===== src/rtl/ex_mem_pkg.sv =====
// Shared types for the EX->MEM pipeline register: control word layout and
// occupancy states of the two-entry skid buffer.
package ex_mem_pkg;

    localparam int CTRL_W = 6;

    // Field order matches in_ctrl: {zero,branch,mem_read,mem_write,mem_to_reg,reg_write}
    typedef struct packed {
        logic zero;
        logic branch;
        logic mem_read;
        logic mem_write;
        logic mem_to_reg;
        logic reg_write;
    } ex_mem_ctrl_t;

    typedef enum logic [1:0] {
        EMPTY = 2'd0,
        ONE   = 2'd1,
        FULL  = 2'd2
    } stage_state_t;

endpackage


===== src/rtl/pipe_skid_buf.sv =====
// Generic 2-entry valid/ready skid buffer with synchronous flush. in_ready is
// registered so downstream back-pressure never reaches the upstream combinationally.
module pipe_skid_buf
    import ex_mem_pkg::*;
#(
    parameter int WIDTH = 8
) (
    input  logic             clk,
    input  logic             rst_n,
    input  logic             flush,
    input  logic             in_valid,
    output logic             in_ready,
    input  logic [WIDTH-1:0] in_data,
    output logic             out_valid,
    input  logic             out_ready,
    output logic [WIDTH-1:0] out_data,
    output stage_state_t     state
);

    // Handshake rule on both sides: a transfer happens on a rising clk edge
    // exactly when valid and ready are both high; valid never depends on ready.

    stage_state_t     state_next;
    logic             in_ready_q;
    logic [WIDTH-1:0] main_q;
    logic [WIDTH-1:0] skid_q;
    logic             accept;
    logic             consume;
    logic             load_main;
    logic             load_skid;
    logic             main_from_skid;

    assign in_ready  = in_ready_q;
    assign out_valid = (state != EMPTY);
    assign out_data  = main_q;
    assign accept    = in_valid & in_ready_q;
    assign consume   = out_valid & out_ready;

    always_comb begin
        state_next     = state;
        load_main      = 1'b0;
        load_skid      = 1'b0;
        main_from_skid = 1'b0;
        if (flush) begin
            state_next = EMPTY;
        end else begin
            case (state)
                EMPTY: begin
                    if (accept) begin
                        state_next = ONE;
                        load_main  = 1'b1;
                    end
                end
                ONE: begin
                    if (accept && consume) begin
                        load_main = 1'b1;
                    end else if (accept) begin
                        state_next = FULL;
                        load_skid  = 1'b1;
                    end else if (consume) begin
                        state_next = EMPTY;
                    end
                end
                FULL: begin
                    if (consume) begin
                        state_next     = ONE;
                        main_from_skid = 1'b1;
                    end
                end
                default: state_next = EMPTY;
            endcase
        end
    end

    always_ff @(posedge clk or negedge rst_n) begin
        if (!rst_n) begin
            state      <= EMPTY;
            in_ready_q <= 1'b1;
            main_q     <= '0;
            skid_q     <= '0;
        end else begin
            state      <= state_next;
            in_ready_q <= (state_next != FULL);
            if (load_main) begin
                main_q <= in_data;
            end else if (main_from_skid) begin
                main_q <= skid_q;
            end
            if (load_skid) begin
                skid_q <= in_data;
            end
        end
    end

endmodule


===== src/rtl/ex_mem_stage_reg.sv =====
// EX->MEM pipeline register: skid-buffered payload, bubble-gated control and a
// saturating stall-cycle counter for performance debug.
module ex_mem_stage_reg
    import ex_mem_pkg::*;
#(
    parameter int DATA_W      = 32,
    parameter int REG_AW      = 5,
    parameter int STALL_CNT_W = 16
) (
    input  logic                   clk,
    input  logic                   rst_n,
    input  logic                   flush,
    input  logic                   in_valid,
    output logic                   in_ready,
    input  logic [DATA_W-1:0]      in_alu_result,
    input  logic [DATA_W-1:0]      in_store_data,
    input  logic [REG_AW-1:0]      in_write_reg,
    input  logic [CTRL_W-1:0]      in_ctrl,
    output logic                   out_valid,
    input  logic                   out_ready,
    output logic [DATA_W-1:0]      out_alu_result,
    output logic [DATA_W-1:0]      out_store_data,
    output logic [REG_AW-1:0]      out_write_reg,
    output logic [CTRL_W-1:0]      out_ctrl,
    output logic [STALL_CNT_W-1:0] stall_cnt
);

    localparam int PAY_W = 2 * DATA_W + REG_AW + CTRL_W;

    logic [PAY_W-1:0] in_pay;
    logic [PAY_W-1:0] out_pay;
    stage_state_t     buf_state;
    ex_mem_ctrl_t     held_ctrl;
    logic             stalled;

    assign in_pay = {in_alu_result, in_store_data, in_write_reg, in_ctrl};

    pipe_skid_buf #(
        .WIDTH(PAY_W)
    ) u_buf (
        .clk      (clk),
        .rst_n    (rst_n),
        .flush    (flush),
        .in_valid (in_valid),
        .in_ready (in_ready),
        .in_data  (in_pay),
        .out_valid(out_valid),
        .out_ready(out_ready),
        .out_data (out_pay),
        .state    (buf_state)
    );

    assign {out_alu_result, out_store_data, out_write_reg, held_ctrl} = out_pay;

    // A bubble must never look like a store or a register write downstream.
    assign out_ctrl = held_ctrl & {CTRL_W{out_valid}};

    assign stalled = (buf_state != EMPTY) & ~out_ready;

    always_ff @(posedge clk or negedge rst_n) begin
        if (!rst_n) begin
            stall_cnt <= '0;
        end else if (stalled && (stall_cnt != {STALL_CNT_W{1'b1}})) begin
            stall_cnt <= stall_cnt + 1'b1;
        end
    end

endmodule

===== config.mk =====
export PLATFORM = sky130hd
export DESIGN_NAME = ex_mem_stage_reg
export DESIGN_NICKNAME = d
export VERILOG_FILES = /design/src/rtl/ex_mem_pkg.sv /design/src/rtl/pipe_skid_buf.sv /design/src/rtl/ex_mem_stage_reg.sv
export SDC_FILE = /design/constraint.sdc
export NUM_CORES = 1
export LEC_CHECK = 0
export CAP_MARGIN = 5
export CELL_PAD_IN_SITES_DETAIL_PLACEMENT = 2
export CELL_PAD_IN_SITES_GLOBAL_PLACEMENT = 2
export CORE_UTILIZATION = 48
export DETAILED_ROUTE_END_ITERATION = 8
export DONT_BUFFER_PORTS = 1
export PLACE_DENSITY = 0.92
export SYNTH_ARGS = -nofsm -noshare
export SYNTH_HDL_FRONTEND = slang
export SYNTH_HIERARCHICAL = 1
export SYNTH_SLANG_ARGS = --single-unit
export TNS_END_PERCENT = 1

===== constraint.sdc =====
create_clock -name clk -period 4.9 [get_ports clk]
set_input_delay 0.49 -clock clk [delete_from_list [all_inputs] [get_ports clk]]
set_output_delay 0.49 -clock clk [all_outputs]
set_load 0.01 [all_outputs]

==> run_results.csv <==
group,metric,value,unit
setup_path,endpoint_kind,"register",
die,die_x,130,um
grt,grt_max_degree,170,
die,die_area,16900,um^2
clocking,clkTransAtPathRegs,0.07,ns
flow_run,maxCapViolCount,0,
synth,yosys.area.top_type_share,53.6,%
grt,antenna_found_initial,0,
synth,syn_avg_cell_area,15.7,um^2
setup_path,cp_data_arrival_time,3.16,ns
drt,wl,17.9,mm
clocking,post_cts_resized,0,
clocking,clock-sinks,169,
synth,synthArstFlopShare,100,%
timing,timing.final.crit_share,58.4,%
status,status,"finished, final reports clean",
synth,syn_nets,582,
drt,ant_nets,0,
placement,portBuffers,0,
drt,vias_per_cell,5.54,
timing,setup-tns-final,0,ns
placement,pre_cts_ws,2.03,ns
power_and_ir_drop,p_leak,3.97,nW
synth,ys_seq_area_share,53.9,%
final_layout,final_cell_mix,"dfrtp_1, mux2_2, mux2_4, clkbuf_16, xor2_1",
grt,grt_overflow,0,
die,ios,173,
timing,tightestPinTransition,1.11,ns
die,coreArea,15900,um^2
synth,synth_area_leaders,"dfrtp_1, mux2_2, mux2_4, buf_6, xor2_1",
setup_path,r2r_cells,5,
clocking,clock_path_buffers,2,
synth,synth_seq_cells,169,
timing,rsz0062_at_grt,"false",
synth,yosysWarningCount,6,
setup_path,cp-start-kind,"register",
setup_path,r2r_setup_slack,2.04,ns
clocking,cts_root_buf,"clkbuf_16",
final_layout,drive_above_1_share,54.1,%
clocking,numCtsBuffers,17,
power_and_ir_drop,power_density,534,nW/um^2
timing,maxSlewViolCount,0,
synth,syn_area,7840,um^2
die,die_h,130,um
clocking,cts_tree,"built",
drt,drtIter0Drc,116,
timing,relSlewSlack,25.9,%
setup_path,cp.required,5.20,ns
final_layout,fin_nets,580,
timing,fin_ws,2.04,ns
clocking,cts_max_level,4,
timing,fin_crit,2.86,ns
drt,drc,0,
final_layout,final_common_cell,"dfrtp_1",
synth,synth_edf_count,0,
setup_path,reg2reg_from,"u_buf/in_ready",
setup_path,path_class,"register to register",
timing,setup_viol,0,
clocking,clk_latency,0.43,ns
timing,hold_viol_final,0,
grt,grt_pass1_vias,4850,
final_layout,diodes,0,
synth,netlist_instances,501,
setup_path,r2r-end,"u_buf/out_data[53]",
timing,whs,0.0530,ns
final_layout,fin_util,53.7,%
min_path,hold_class,"primary input to asynchronous set/reset pin",
placement,hpwl,12.0,mm
synth,synth.distinct_cells,43,
drt,dr_total_vias,4035,
die,rows,46,
die,start_util,49.2,%
setup_path,crit_path_max_fanout,47,
timing,fmax,350,MHz
clocking,cts_setup_buffers,0,
power_and_ir_drop,vdd_drop_max,255,uV
final_layout,syn_to_final_growth,9.24,%
timing,clock-skew-final,0.00880,ns
drt,wl_per_cell,24.5,um
synth,synth_ff_type,"dfrtp_1",
grt,grt.total_usage,22.2,%
grt,grt_first_pass_wirelength,27.5,mm
drt,drt_first_pass_iters,4,
placement,gp_congestion,0.778,
synth,synth_top_area_cell,"dfrtp_1",
[cells in the mapped netlist, types with 2 or more instances]
master and count:
nand3_1 4, nor2_1 6, buf_6 11, nand4_4 2
nor4_1 2, and2_1 6, mux2_1 2, inv_1 5
nor3_1 4, nor4_4 2, xor2_1 10, xnor2_1 5
buf_2 12, a21oi_1 2, o2111ai_1 2, mux2_4 68
mux2_2 155, nor3_2 2, dfrtp_1 168, o21a_1 2
nand2_1 9
[cell families after synthesis]
family,after synthesis,synth area share [%]
AO/OA/AOI/OAI,8,0.766
XOR/XNOR,15,1.68
adder cells (fa/ha/maj),1,0.160
buffers and inverters,29,2.68
flip-flops,169,53.9
multiplexers,226,35.7
AND/OR/NAND/NOR,53,5.07
[stage by stage]
stage          total power [mW]  std cells  area, um^2
2_1_floorplan              3.00        501        7840
3_3_place_gp               3.13        695        7970
3_5_place_dp               3.28        695        7970
4_1_cts                    4.65        728        8570
5_1_grt                    4.79        728        8570
6_report                   4.57        728        8570
[metal layers]
layer / part of all wire [%] / GRT usage, % / up-vias
li1: - / - / 1782
met1: 36 / 23.2 / 2108
met2: 54 / 40.9 / 122
met3: 7.8 / 7.87 / 23
met4: 1.9 / 8.34 / 0
met5: 0 / 0 / -
[registers in the layout, indices dropped and copies added (netlist names)]
register and cells:
stall_cnt 16, u_buf/in_ready 1, u_buf/out_data 75, u_buf/skid_q 75
u_buf/state 2
[repair_timing]
item | in CTS | in global routing
hold endpoints to repair | 169 | 0
hold buffers | 1 | 0
endpoints found under the setup margin | 0 | 0
[where the power goes]
| group | leakage [nW] | internal, mW | total (mW) | switching (mW) |
|---|---|---|---|---|
| clock network | 0.271 | 0.710 | 1.30 | 0.590 |
| logic | 1.61 | 0.619 | 0.924 | 0.305 |
| registers | 2.09 | 1.86 | 2.35 | 0.485 |
| total | 3.97 | 3.19 | 4.57 | 1.38 |
[how the worst max path moves through the flow]
stage                          to  cells after the start           start
2_1_floorplan  u_buf/out_data[20]                      6  u_buf/in_ready
3_3_place_gp   u_buf/out_data[11]                      5  u_buf/in_ready
3_5_place_dp   u_buf/out_data[13]                      5  u_buf/in_ready
4_1_cts        u_buf/out_data[13]                      5  u_buf/in_ready
5_1_grt        u_buf/out_data[53]                      5  u_buf/in_ready
6_report       u_buf/out_data[53]                      5  u_buf/in_ready
[critical path: stages, from the launching register on]
cell     delay [ns]
dfstp_2        0.57
nand2_1        0.10
or3_1          0.41
a21oi_4        0.82
buf_12         0.40
mux2_2         0.39
[layout make-up]
cell class                      instances  area [um^2]
Timing Repair Buffer                    3         55.1
Clock inverter                         15          141
Inverter                                5         18.8
Fill cell                            1391         7380
Sequential cell                       169         4230
Clock buffer                           17          425
Tap cell                              216          270
Multi-Input combinational cell        303         3420
(Power assumes the default switching activity.)
